$ cat src/rtl/fir4_pkg.sv
// Shared constants for the 4-tap moving-sum filter family (forward filter,
// inverse filter fir4_inv and their benches).
package fir4_pkg;

    localparam int TAPS = 4;

    // A 4-tap sum of w-bit unsigned samples needs two extra bits.
    function automatic int sum_width(input int width);
        return width + 2;
    endfunction

endpackage

$ cat src/rtl/fir4_tap_delay.sv
// Shift-register history of recovered samples; q is the oldest tap.
// One position per enabled cycle. clr and reset both zero every tap.
module fir4_tap_delay
    import fir4_pkg::*;
#(
    parameter int width = 7,
    parameter int depth = TAPS
) (
    input  logic             clk,
    input  logic             reset,
    input  logic             en,
    input  logic             clr,
    input  logic [width-1:0] d,
    output logic [width-1:0] q
);

    logic [width-1:0] tap_reg [depth];

    generate
        for (genvar gi = 0; gi < depth; gi++) begin : g_tap
            logic [width-1:0] tap_next;
            if (gi == 0) begin : g_head
                assign tap_next = d;
            end else begin : g_body
                assign tap_next = tap_reg[gi-1];
            end

            always_ff @(posedge clk) begin
                if (reset || clr) begin
                    tap_reg[gi] <= '0;
                end else if (en) begin
                    tap_reg[gi] <= tap_next;
                end
            end
        end
    endgenerate

    assign q = tap_reg[depth-1];

endmodule

$ cat src/rtl/fir4_inv.sv
// Inverse of the 4-tap moving-sum filter: x[k] = s[k] - s[k-1] + x[k-4].
// Optional sticky range check on x[k] enabled by macro FIR4_INV_CHECK_EN.
module fir4_inv
    import fir4_pkg::*;
#(
    parameter int w = 4
) (
    input  logic                    clk,
    input  logic                    reset,
    input  logic                    clr,
    input  logic [sum_width(w)-1:0] s_in,
    input  logic                    s_valid,
    output logic [w-1:0]            a_out,
    output logic                    a_valid,
    output logic                    err
);

    localparam int sw = sum_width(w);
    localparam int xw = w + 3;

    logic [sw-1:0]        s_prev_reg;
    logic [w-1:0]         a_out_reg;
    logic                 a_valid_reg;
    logic [xw-1:0]        oldest;
    logic signed [xw-1:0] x_next;
    logic                 accept;

    // A sample is taken only when neither reset nor clr is active.
    assign accept = s_valid && !clr;

    // History keeps the full signed value so an out-of-range sample still
    // cancels correctly four samples later.
    assign x_next = $signed({1'b0, s_in}) - $signed({1'b0, s_prev_reg})
                  + $signed(oldest);

    fir4_tap_delay #(
        .width (xw),
        .depth (TAPS)
    ) u_hist (
        .clk   (clk),
        .reset (reset),
        .en    (accept),
        .clr   (clr),
        .d     (x_next),
        .q     (oldest)
    );

    always_ff @(posedge clk) begin
        if (reset) begin
            s_prev_reg  <= '0;
            a_out_reg   <= '0;
            a_valid_reg <= 1'b0;
        end else if (clr) begin
            s_prev_reg  <= '0;
            a_valid_reg <= 1'b0;
        end else if (s_valid) begin
            s_prev_reg  <= s_in;
            a_out_reg   <= x_next[w-1:0];
            a_valid_reg <= 1'b1;
        end else begin
            a_valid_reg <= 1'b0;
        end
    end

    assign a_out   = a_out_reg;
    assign a_valid = a_valid_reg;

`ifdef FIR4_INV_CHECK_EN
    logic err_reg;
    logic out_of_range;

    // Any set bit above w (including sign) means x[k] left 0..2^w-1.
    assign out_of_range = x_next[xw-1:w] != '0;

    always_ff @(posedge clk) begin
        if (reset) begin
            err_reg <= 1'b0;
        end else if (accept && out_of_range) begin
            err_reg <= 1'b1;
        end
    end

    assign err = err_reg;
`else
    assign err = 1'b0;
`endif

endmodule

$ cat config.mk
export PLATFORM = sky130hd
export DESIGN_NAME = fir4_inv
export DESIGN_NICKNAME = d
export VERILOG_FILES = /design/src/rtl/fir4_pkg.sv /design/src/rtl/fir4_tap_delay.sv /design/src/rtl/fir4_inv.sv
export SDC_FILE = /design/constraint.sdc
export NUM_CORES = 1
export LEC_CHECK = 0
export ABC_CLOCK_PERIOD_IN_PS = 3300
export CELL_PAD_IN_SITES_DETAIL_PLACEMENT = 1
export CELL_PAD_IN_SITES_GLOBAL_PLACEMENT = 2
export CORE_MARGIN = 5
export CORE_UTILIZATION = 40
export DETAILED_ROUTE_END_ITERATION = 12
export PLACE_DENSITY = 0.86
export SKIP_LAST_GASP = 1
export SLEW_MARGIN = 20
export SYNTH_ARGS = -nofsm -noshare
export SYNTH_HDL_FRONTEND = slang
export SYNTH_HIERARCHICAL = 1
export SYNTH_SLANG_ARGS = --single-unit
$ cat constraint.sdc
create_clock -name clk -period 3.3 [get_ports clk]
set_clock_uncertainty 0.05 [all_clocks]
set_input_delay 0.825 -clock clk [delete_from_list [all_inputs] [get_ports clk]]
set_output_delay 0.825 -clock clk [all_outputs]
set_load 0.05 [all_outputs]
### After elaboration in Yosys (flattened, before gate mapping)

Memories as Yosys holds them, arrays and structs flattened.
Cells that the tools add are included.

* flip-flop bits (word level): 11
* memory bits (writable): 28
* input port bits: 10
* output and inout port bits: 6
* logic and storage cells: 26
* memories kept: 1

Memories
* u_hist.tap_reg: words 4, width 7, read ports 4, clocked after memory_dff 0, wr ports 4, line fir4_tap_delay.sv:17 `logic [width-1:0] tap_reg [depth];`

* add/sub/neg operators: 2
* muxes and demuxes: 10
* bitwise logic cells: 5
* reductions and logical operators: 5

Operators by type and width (count)
* 7-bit 2-to-1 mux: 4
* 7-bit adder: 1
* 6-bit by 6-bit subtractor with 7-bit output: 1
* 1-bit 2-to-1 mux: 6
* 1-bit bitwise OR: 4
* 2-bit AND reduction: 1
* 2-bit OR reduction: 1
* 1-bit logical AND: 1
* 1-bit zero test: 1
* 1-bit logical OR: 1
* 1-bit inverter: 1

### Logic depth before layout (Yosys ltp)

Gate-level depths: netlist of the first run.

* depth in word-level cells: 6
* depth in mapped cells: 8
* gate-level depth less buffers: 8

### Cells and area by module

Netlist of the first run, hierarchy kept.

By module, submodules not included
* fir4_tap_delay: times used 1, cells each 66, area each 1260.0 um2, seq. area each 840.8 um2
* fir4_inv: times used 1, cells each 94, area each 827.0 um2, seq. area each 220.2 um2

### Worst setup path after synthesis of the first run

No wires, ideal clock.

* path type: input -> register
* start: input s_in[1]
* end: memory u_hist.tap_reg[0][6] (data pin)
* library setup time: 0.257 ns
* data arrival time: 2.672 ns
* required time: 2.993 ns
* setup slack: 0.321 ns
* stages on the path: 9
* path buffers: 0
* cells stage by stage: inv_1 -> fa_1 -> inv_1 -> fa_1 -> a211oi_1 -> o21bai_1 -> a21oi_1 -> xnor2_1 -> and4bb_2

RTL lines
* start, declared: line fir4_inv.sv:11 `input logic [sum_width(w)-1:0] s_in,`
* end, declared: line fir4_tap_delay.sv:17

==> results.py, run 1 <==
metrics = {
    "global_routing": {
        "globalRoute.totalOverflow": 0,
        "initial_antenna_violation_count": 0,
        "wire_length_of_the_first_global_routing_pass_um": 4040,
        "gr-usage-all-layers": 0.120,
        "largest_net_degree_at_the_start_of_global_routing": 21,
        "vias_in_the_first_global_route": 834,
    },
    "sta": {
        "fin_crit_sh": 0.899,
        "grt_setup_unrepaired": "no",
        "finalSetupViolations": 0,
        "count_of_final_hold_check_violations": 0,
        "tns_ns": 0,
        "period_minus_slack_ns": 2.97,
        "timing_worst_slew_pin_value_ns": 0.500,
        "peak_clock_frequency_supported_by_timing_mhz": 337,
        "relative_slew_slack": 0.666,
        "post_layout_worst_setup_margin_ns": 0.334,
        "slew_viol_final": 0,
    },
    "critical_path": {
        "path_delay_family": "adder cells",
        "worstPathCellList": "clkdlybuf4s50_1 -> inv_1 -> fa_1 -> inv_1 -> ha_1 -> a211oi_4 -> o21bai_1 -> o21a_1 -> and4bb_2",
        "worst-endpoint-arrival_ns": 2.99,
        "critical_path.reg2reg.startpoint": "u_hist/tap_reg[3][1]",
        "critPathLaunchType": "input pin",
        "rr_worst_depth": 8,
        "crit_path_frequent_cell": "sky130_fd_sc_hd__inv_1",
        "critPathMaxFanout": 2,
        "setup.worst_path.class": "input pin to flip-flop",
        "critical_path_depth": 9,
        "setup.worst_path.end_class": "flip-flop",
        "timing.critical_path.slowest_cell_delay_ns": 0.53,
        "r2r_setup_slack_ns": 1.05,
        "worstPathRequired_ns": 3.32,
        "reg2reg_to": "u_hist/tap_reg[0][3]",
        "critPathBufInv": 3,
        "timing.critical_path.slowest_stage_cell": "sky130_fd_sc_hd__fa_1",
    },
    "finish": {
        "area.growth.synth_to_final_pct": 11.8,
        "final_design_area_no_fill_um2": 1490,
        "largest_reg_flops": 16,
        "layout.cells.most_common": "sky130_fd_sc_hd__edfxtp_1",
        "multi_input_area_um2": 523,
        "final_layout_size_suffix_gt1_frac": 0.119,
        "layout.cells.most_common_list": "sky130_fd_sc_hd__edfxtp_1 (16), sky130_fd_sc_hd__inv_1 (14), sky130_fd_sc_hd__clkdlybuf4s50_1 (12), sky130_fd_sc_hd__and4bb_1 (10), sky130_fd_sc_hd__dfxtp_1 (9)",
        "num_antenna_cells": 0,
        "num-fill-cells": 368,
        "fin_util": 0.453,
        "final-seq-area_um2": 661,
        "net_total_in_the_final_layout": 138,
    },
    "power": {
        "power_per_cell_area_nw_per_um2": 416,
        "power_leakage_uw": 0.000630,
        "vdd_drop_max_v": 0.000154,
        "total_power_uw": 619,
    },
    "floorplanning": {
        "dieWidth_um": 67.7,
        "core_region_area_um2": 3280,
        "design.portCount": 16,
        "initial_utilization": 0.405,
        "floorplan.die_area_um2": 4580,
        "die_height_um": 67.7,
        "placement_rows": 21,
    },
    "run": {
        "max_capacitance_violation_count": 0,
    },
    "logic_synthesis": {
        "avgSynthCellArea_um2": 12.3,
        "total_nets_after_synthesis": 127,
        "synth.yosys.warnings": 6,
        "syn_inst": 108,
        "syn_area_um2": 1330,
    },
    "cts": {
        "ctsHoldBuffers": 0,
        "worstSkewPairLatency_ns": 0.30,
        "clock_tree.root_cell": "sky130_fd_sc_hd__clkbuf_4",
        "cts.clk_slew.worst_paths_ns": 0.13,
        "clock_sinks": 25,
        "cts-buffers-inserted": 3,
        "cts_buffer_depth": 2,
        "tritoncts_clock_tree": "built",
        "htreeDepth": 1,
        "ctsResizeCount": 0,
        "post_cts_buffers": 0,
    },
    "route": {
        "finalWirelength_um": 2350,
        "post_drt_wl_per_cell_um": 14.3,
        "post-route-drc-count": 0,
        "firstDrtPassIters": 3,
        "ant_nets": 0,
        "routed_via_count": 787,
        "average_via_count_per_standard_cell": 4.80,
        "drt_iter0_markers": 12,
    },
    "placed_design": {
        "io_buffer_count": 12,
        "dp_hpwl_um": 1770,
        "place_ws_ns": -0.00747,
        "routabilityCongestion": 0.697,
        "placement.cell_area_um2": 1460,
    },
    "worst_hold_path": {
        "timing.hold.worst.start": "a_out[0]",
        "min-delay-path-class": "flip-flop to flip-flop",
        "worstHoldPathCells": 2,
        "holdPathEnd": "a_out[0]",
    },
    "status": {
        "run_status": "finished, final reports clean",
    },
}
-- per-stage QoR --
step	hold WS, ns	std cells
floorplan	0.417	108
global placement	0.397	160
detailed placement	0.400	160
CTS	0.419	164
global route	0.449	164
finish	0.419	164
-- layout make-up --
type / instances / area share
sequential: 25 / 0.444
multi-input combinational: 56 / 0.351
timing repair buffer: 18 / 0.111
tap: 46 / 0.0387
inverter: 15 / 0.0378
clock buffer: 4 / 0.0176
-- tightest hold or removal path, delay by kind of cell (launching register included) --
kind / cells / cell delay (ns)
AO/OA/AOI/OAI: 1 / 0.05
AND/OR/NAND/NOR: 1 / 0.05
flip-flops: 1 / 0.33
-- power by group --
group | switching (uW) | total [uW] | internal [uW] | leakage [uW]
clock | 83.5 | 131 | 47.1 | 0.0000150
combinational | 77.5 | 134 | 56.7 | 0.000360
sequential | 5.58 | 354 | 348 | 0.000256
total | 167 | 619 | 452 | 0.000630
-- worst max path at each step --
stage	to	slack (ns)	startpoint
finish	u_hist/tap_reg[0][3]	0.33	s_in[1]
global route	u_hist/tap_reg[0][3]	0.25	s_in[1]
CTS	u_hist/tap_reg[0][3]	0.34	s_in[1]
detailed placement	u_hist/tap_reg[0][3]	-0.007	s_in[1]
global placement	u_hist/tap_reg[0][3]	0.05	s_in[1]
floorplan	u_hist/tap_reg[0][3]	0.59	s_in[1]
-- layer usage --
layer | GRT usage | vias to the layer above | part of all wire | routed length (um)
met5 | 0 | - | 0 | 0
met4 | 0.0304 | 0 | 0.0064 | 15
met3 | 0.0283 | 2 | 0.034 | 81
met2 | 0.203 | 8 | 0.48 | 1140
met1 | 0.154 | 391 | 0.48 | 1120
li1 | - | 386 | - | -
Note: power is estimated with default switching activity, not from simulation.
==> run 2, diff against run 1 <==
--- a/config.mk
+++ b/config.mk
@@ -5,13 +5,14 @@
 export SDC_FILE = /design/constraint.sdc
 export NUM_CORES = 1
 export LEC_CHECK = 0
-export ABC_CLOCK_PERIOD_IN_PS = 3300
+export ABC_CLOCK_PERIOD_IN_PS = 3160
 export CELL_PAD_IN_SITES_DETAIL_PLACEMENT = 1
 export CELL_PAD_IN_SITES_GLOBAL_PLACEMENT = 2
 export CORE_MARGIN = 5
-export CORE_UTILIZATION = 40
+export CORE_UTILIZATION = 41
 export DETAILED_ROUTE_END_ITERATION = 12
-export PLACE_DENSITY = 0.86
+export PLACE_DENSITY = 0.88
+export REMOVE_ABC_BUFFERS = 1
 export SKIP_LAST_GASP = 1
 export SLEW_MARGIN = 20
 export SYNTH_ARGS = -nofsm -noshare
==> constraint.sdc (replaced) <==
create_clock -name clk -period 3.16 [get_ports clk]
set_clock_uncertainty 0.05 [all_clocks]
set_input_delay 0.79 -clock clk [delete_from_list [all_inputs] [get_ports clk]]
set_output_delay 0.79 -clock clk [all_outputs]
set_load 0.05 [all_outputs]
==> run 2 against run 1 <==
  * Worst setup slack lost 0.12 ns
  * Via count is 0.51% higher
  * First-iteration DRC count decreased by 8.3%
  * Hold slack improved by 0.0049 ns
  * Critical path type unchanged
  * Largest power group unchanged
==> results.py, run 2 (synthesized netlist as in run 1, its figures left out) <==
metrics = {
    "critical_path": {
        "critical_path_depth": 9,
        "rr_worst_depth": 8,
        "crit_path_frequent_cell": "sky130_fd_sc_hd__inv_1",
        "critPathMaxFanout": 2,
        "path_delay_family": "adder cells",
        "timing.critical_path.slowest_cell_delay_ns": 0.53,
        "timing.critical_path.slowest_stage_cell": "sky130_fd_sc_hd__fa_1",
        "critPathLaunchType": "input pin",
        "worstPathRequired_ns": 3.20,
        "setup.worst_path.end_class": "flip-flop",
        "worst-endpoint-arrival_ns": 2.99,
        "worstPathCellList": "clkdlybuf4s50_1 -> inv_1 -> fa_1 -> inv_1 -> ha_1 -> a211oi_4 -> o21bai_1 -> o21a_1 -> and4bb_2",
        "setup.worst_path.class": "input pin to flip-flop",
        "critPathBufInv": 3,
    },
    "route": {
        "routed_via_count": 791,
        "drt_iter0_markers": 11,
        "post_drt_wl_per_cell_um": 14.8,
        "ant_nets": 0,
        "post-route-drc-count": 0,
        "firstDrtPassIters": 2,
        "average_via_count_per_standard_cell": 4.82,
        "finalWirelength_um": 2430,
    },
    "power": {
        "power_leakage_uw": 0.000643,
        "power_per_cell_area_nw_per_um2": 441,
        "vdd_drop_max_v": 0.000199,
    },
    "sta": {
        "relative_slew_slack": 0.660,
        "peak_clock_frequency_supported_by_timing_mhz": 339,
        "holdWs_ns": 0.424,
        "grt_setup_unrepaired": "no",
        "timing_worst_slew_pin_value_ns": 0.508,
        "slew_viol_final": 0,
        "period_minus_slack_ns": 2.95,
        "finalSetupViolations": 0,
        "fin_crit_sh": 0.934,
        "count_of_final_hold_check_violations": 0,
    },
    "placed_design": {
        "io_buffer_count": 12,
        "dp_hpwl_um": 1810,
        "placed_cells_incl_taps": 160,
        "placement.cell_area_um2": 1480,
        "routabilityCongestion": 0.745,
    },
    "finish": {
        "final_design_area_no_fill_um2": 1500,
        "num_antenna_cells": 0,
        "fin_util": 0.488,
        "layout.cells.non_filler": 164,
        "net_total_in_the_final_layout": 140,
        "area.growth.synth_to_final_pct": 12.9,
        "num-fill-cells": 342,
        "layout.cells.most_common_list": "sky130_fd_sc_hd__edfxtp_1 (16), sky130_fd_sc_hd__inv_1 (14), sky130_fd_sc_hd__clkdlybuf4s50_1 (12), sky130_fd_sc_hd__and4bb_1 (10), sky130_fd_sc_hd__dfxtp_1 (9)",
        "largest_reg_flops": 16,
        "final_layout_size_suffix_gt1_frac": 0.142,
        "layout.cells.most_common": "sky130_fd_sc_hd__edfxtp_1",
    },
    "cts": {
        "cts_buffer_depth": 2,
        "ctsResizeCount": 0,
        "htreeDepth": 1,
        "worstSkewPairLatency_ns": 0.32,
        "cts.clk_slew.worst_paths_ns": 0.15,
        "post_cts_buffers": 0,
        "tritoncts_clock_tree": "built",
        "cts-buffers-inserted": 3,
        "clock_tree.root_cell": "sky130_fd_sc_hd__clkbuf_4",
        "ctsHoldBuffers": 0,
        "clock_sinks": 25,
    },
    "global_routing": {
        "vias_in_the_first_global_route": 900,
        "grt-busiest-layer": "met2",
        "initial_antenna_violation_count": 0,
        "use_met3": 0.0304,
        "wire_length_of_the_first_global_routing_pass_um": 4160,
        "largest_net_degree_at_the_start_of_global_routing": 24,
        "met2_usage": 0.217,
        "gr-usage-all-layers": 0.124,
        "globalRoute.totalOverflow": 0,
        "use_met1": 0.153,
    },
    "run": {
        "max_capacitance_violation_count": 0,
    },
    "floorplanning": {
        "placement_rows": 20,
        "floorplan.die_area_um2": 4490,
        "design.portCount": 16,
        "initial_utilization": 0.433,
        "die_height_um": 67.0,
        "dieWidth_um": 67.0,
        "core_region_area_um2": 3080,
    },
    "worst_hold_path": {
        "min-delay-path-class": "flip-flop to flip-flop",
        "worstHoldPathCells": 2,
    },
    "status": {
        "run_status": "finished, final reports clean",
    },
}
run 2: cell types whose count changed in the layout (fill, tap and decap cells not counted):
cell	delta
sky130_fd_sc_hd__buf_4	+2
sky130_fd_sc_hd__clkinv_2	+1
sky130_fd_sc_hd__clkbuf_1	-1
run 2: worst register-to-register path, stage by stage (launching register included):
cell	delay (ns)
sky130_fd_sc_hd__edfxtp_1	0.35
sky130_fd_sc_hd__inv_1	0.05
sky130_fd_sc_hd__fa_1	0.47
sky130_fd_sc_hd__inv_1	0.06
sky130_fd_sc_hd__ha_1	0.33
sky130_fd_sc_hd__a211oi_4	0.25
sky130_fd_sc_hd__o21bai_1	0.14
sky130_fd_sc_hd__o21a_1	0.13
sky130_fd_sc_hd__and4bb_2	0.22
run 2: per-stage QoR:
step           total power [uW]  setup slack (ns)  setup TNS, ns
2_1_floorplan               462             0.486              0
3_3_place_gp                517           -0.0455        -0.0847
3_5_place_dp                525            -0.155         -0.207
4_1_cts                     669             0.194              0
5_1_grt                     701             0.149              0
6_report                    663             0.209              0
run 2: cell type report:
cell class                      count  area, um^2  share of cell area
Clock inverter                      1        5.00             0.00333
Clock buffer                        3        22.5              0.0150
Inverter                           15        56.3              0.0375
Multi-Input combinational cell     56         523               0.348
Sequential cell                    25         661               0.440
Timing Repair Buffer               20         180               0.120
Tap cell                           44        55.1              0.0366
run 2: report_power, final:
group          switching, uW  internal, uW  total [uW]
clock network           99.0          47.3         146
logic                   83.7          62.7         146
registers               6.04           364         370
run 2: routing by layer:
layer	wire (um)	vias to the layer above
met3	91	2
met4	10	0
li1	-	388
met5	0	-
met1	1090	391
met2	1230	10
run 2: final timing paths:
path	to	slack, ns	startpoint
worst max-delay path	u_hist/tap_reg[0][3]	0.21	s_in[1]
worst min register to register	a_out[0]	0.42	a_out[0]
worst min-delay path	a_out[0]	0.42	a_out[0]
worst max register to register	u_hist/tap_reg[0][3]	0.88	u_hist/tap_reg[3][1]
==> run 3, diff against run 2 <==
--- a/config.mk
+++ b/config.mk
@@ -11,7 +11,8 @@
 export CORE_MARGIN = 5
 export CORE_UTILIZATION = 41
 export DETAILED_ROUTE_END_ITERATION = 12
-export PLACE_DENSITY = 0.88
+export GPL_TIMING_DRIVEN = 1
+export PLACE_DENSITY = 0.85
 export REMOVE_ABC_BUFFERS = 1
 export SKIP_LAST_GASP = 1
 export SLEW_MARGIN = 20
==> run 3 against run 2 <==
  * Critical path depth is the same
  * Worst setup slack gained 0.058 ns
  * Via count grew 1.9%
  * Maximum frequency grew 2.0%
  * Hold slack lost 0.0011 ns
  * Largest power group unchanged
  * Count of clock-buffer cells in the layout is the same
==> results.py, run 3 (synthesized netlist as in run 1, its figures left out) <==
metrics = {
    "placed_design": {
        "routabilityCongestion": 0.684,
        "placed_cells_incl_taps": 160,
        "placement.cell_area_um2": 1480,
        "place_ws_ns": -0.106,
        "io_buffer_count": 12,
        "dp_hpwl_um": 1730,
    },
    "status": {
        "run_status": "finished, final reports clean",
    },
    "global_routing": {
        "use_met3": 0.0371,
        "largest_net_degree_at_the_start_of_global_routing": 24,
        "initial_antenna_violation_count": 0,
        "vias_in_the_first_global_route": 889,
        "globalRoute.totalOverflow": 0,
        "grt-busiest-layer": "met2",
        "wire_length_of_the_first_global_routing_pass_um": 4090,
        "gr-usage-all-layers": 0.126,
        "use_met1": 0.150,
        "met2_usage": 0.213,
    },
    "critical_path": {
        "worstPathCellList": "clkdlybuf4s50_1 -> inv_1 -> fa_1 -> inv_1 -> ha_1 -> a211oi_4 -> o21bai_1 -> o21a_1 -> and4bb_2",
        "timing.critical_path.slowest_stage_cell": "sky130_fd_sc_hd__fa_1",
        "setup.worst_path.class": "input pin to flip-flop",
        "critPathBufInv": 3,
        "crit_path_frequent_cell": "sky130_fd_sc_hd__inv_1",
        "worstPathRequired_ns": 3.22,
        "critPathLaunchType": "input pin",
        "worst-endpoint-arrival_ns": 2.95,
        "critPathMaxFanout": 2,
        "setup.worst_path.end_class": "flip-flop",
        "path_delay_family": "adder cells",
        "timing.critical_path.slowest_cell_delay_ns": 0.54,
    },
    "route": {
        "drt_iter0_markers": 20,
        "firstDrtPassIters": 4,
        "routed_via_count": 806,
        "ant_nets": 0,
        "post_drt_wl_per_cell_um": 14.8,
        "post-route-drc-count": 0,
        "finalWirelength_um": 2430,
        "average_via_count_per_standard_cell": 4.91,
    },
    "finish": {
        "largest_reg_flops": 16,
        "layout.cells.most_common": "sky130_fd_sc_hd__edfxtp_1",
        "final_layout_size_suffix_gt1_frac": 0.142,
        "area.growth.synth_to_final_pct": 12.9,
        "layout.cells.non_filler": 164,
        "num_antenna_cells": 0,
        "net_total_in_the_final_layout": 140,
        "layout.cells.most_common_list": "sky130_fd_sc_hd__edfxtp_1 (16), sky130_fd_sc_hd__inv_1 (14), sky130_fd_sc_hd__clkdlybuf4s50_1 (12), sky130_fd_sc_hd__and4bb_1 (10), sky130_fd_sc_hd__dfxtp_1 (9)",
        "final_design_area_no_fill_um2": 1500,
        "num-fill-cells": 348,
    },
    "floorplanning": {
        "dieWidth_um": 67.0,
        "initial_utilization": 0.433,
        "core_region_area_um2": 3080,
        "floorplan.die_area_um2": 4490,
        "placement_rows": 20,
        "design.portCount": 16,
        "die_height_um": 67.0,
    },
    "cts": {
        "cts-buffers-inserted": 3,
        "ctsHoldBuffers": 0,
        "tritoncts_clock_tree": "built",
        "clock_sinks": 25,
        "ctsResizeCount": 0,
        "cts.clk_slew.worst_paths_ns": 0.14,
        "post_cts_buffers": 0,
        "htreeDepth": 1,
        "worstSkewPairLatency_ns": 0.33,
        "clock_tree.root_cell": "sky130_fd_sc_hd__clkbuf_4",
        "cts_buffer_depth": 2,
    },
    "power": {
        "power_per_cell_area_nw_per_um2": 444,
        "power_leakage_uw": 0.000643,
        "vdd_drop_max_v": 0.000229,
    },
    "sta": {
        "relative_slew_slack": 0.659,
        "post_layout_worst_setup_margin_ns": 0.267,
        "fin_crit_sh": 0.916,
        "timing_worst_slew_pin_value_ns": 0.510,
        "tns_ns": 0,
        "period_minus_slack_ns": 2.89,
        "count_of_final_hold_check_violations": 0,
        "finalSetupViolations": 0,
        "grt_setup_unrepaired": "no",
        "slew_viol_final": 0,
        "peak_clock_frequency_supported_by_timing_mhz": 346,
        "holdWs_ns": 0.423,
    },
    "run": {
        "max_capacitance_violation_count": 0,
    },
    "worst_hold_path": {
        "min-delay-path-class": "flip-flop to flip-flop",
    },
}
[run 3: cell counts in the layout (fill, tap and decap cells not counted)]
No cell type changed its count.
[run 3: power breakdown]
part / total [uW] / internal, uW / switching [uW]
Combinational: 148 / 63.5 / 84.4
Sequential: 369 / 364 / 5.59
Clock: 149 / 47.7 / 102
[run 3: through the flow]
step	total power [uW]	utilization
6_report	667	0.488
5_1_grt	700	0.488
4_1_cts	677	0.488
3_5_place_dp	525	0.479
3_3_place_gp	519	0.479
2_1_floorplan	462	-
[run 3: path summary, 6_finish.rpt]
kind	slack, ns	from	to	cells past startpoint
hold / removal	0.42	a_out[3]	a_out[3]	2
setup reg to reg	0.93	u_hist/tap_reg[3][1]	u_hist/tap_reg[0][3]	8
setup / recovery	0.27	s_in[1]	u_hist/tap_reg[0][3]	9
hold reg to reg	0.42	a_out[3]	a_out[3]	2
[run 3: cell type report]
type                       instances  area, um^2  share of cell area
timing repair buffer              20         180               0.120
clock buffer                       3        22.5              0.0150
multi-input combinational         56         523               0.348
tap                               44        55.1              0.0366
clock inverter                     1        5.00             0.00333
sequential                        25         661               0.440
inverter                          15        56.3              0.0375
[run 3: per-layer routing]
layer / vias to the layer above / wire length (um)
li1: 389 / -
met1: 401 / 1110
met2: 12 / 1190
met3: 4 / 88
met4: 0 / 36
met5: - / 0
[run 3: worst reg2reg max path, delay by kind of cell, from the launching register on]
family                   cells  cell delay, ns
buffers and inverters        2            0.11
adder cells (fa/ha/maj)      2            0.80
AND/OR/NAND/NOR              1            0.23
AO/OA/AOI/OAI                3            0.48
flip-flops                   1            0.35
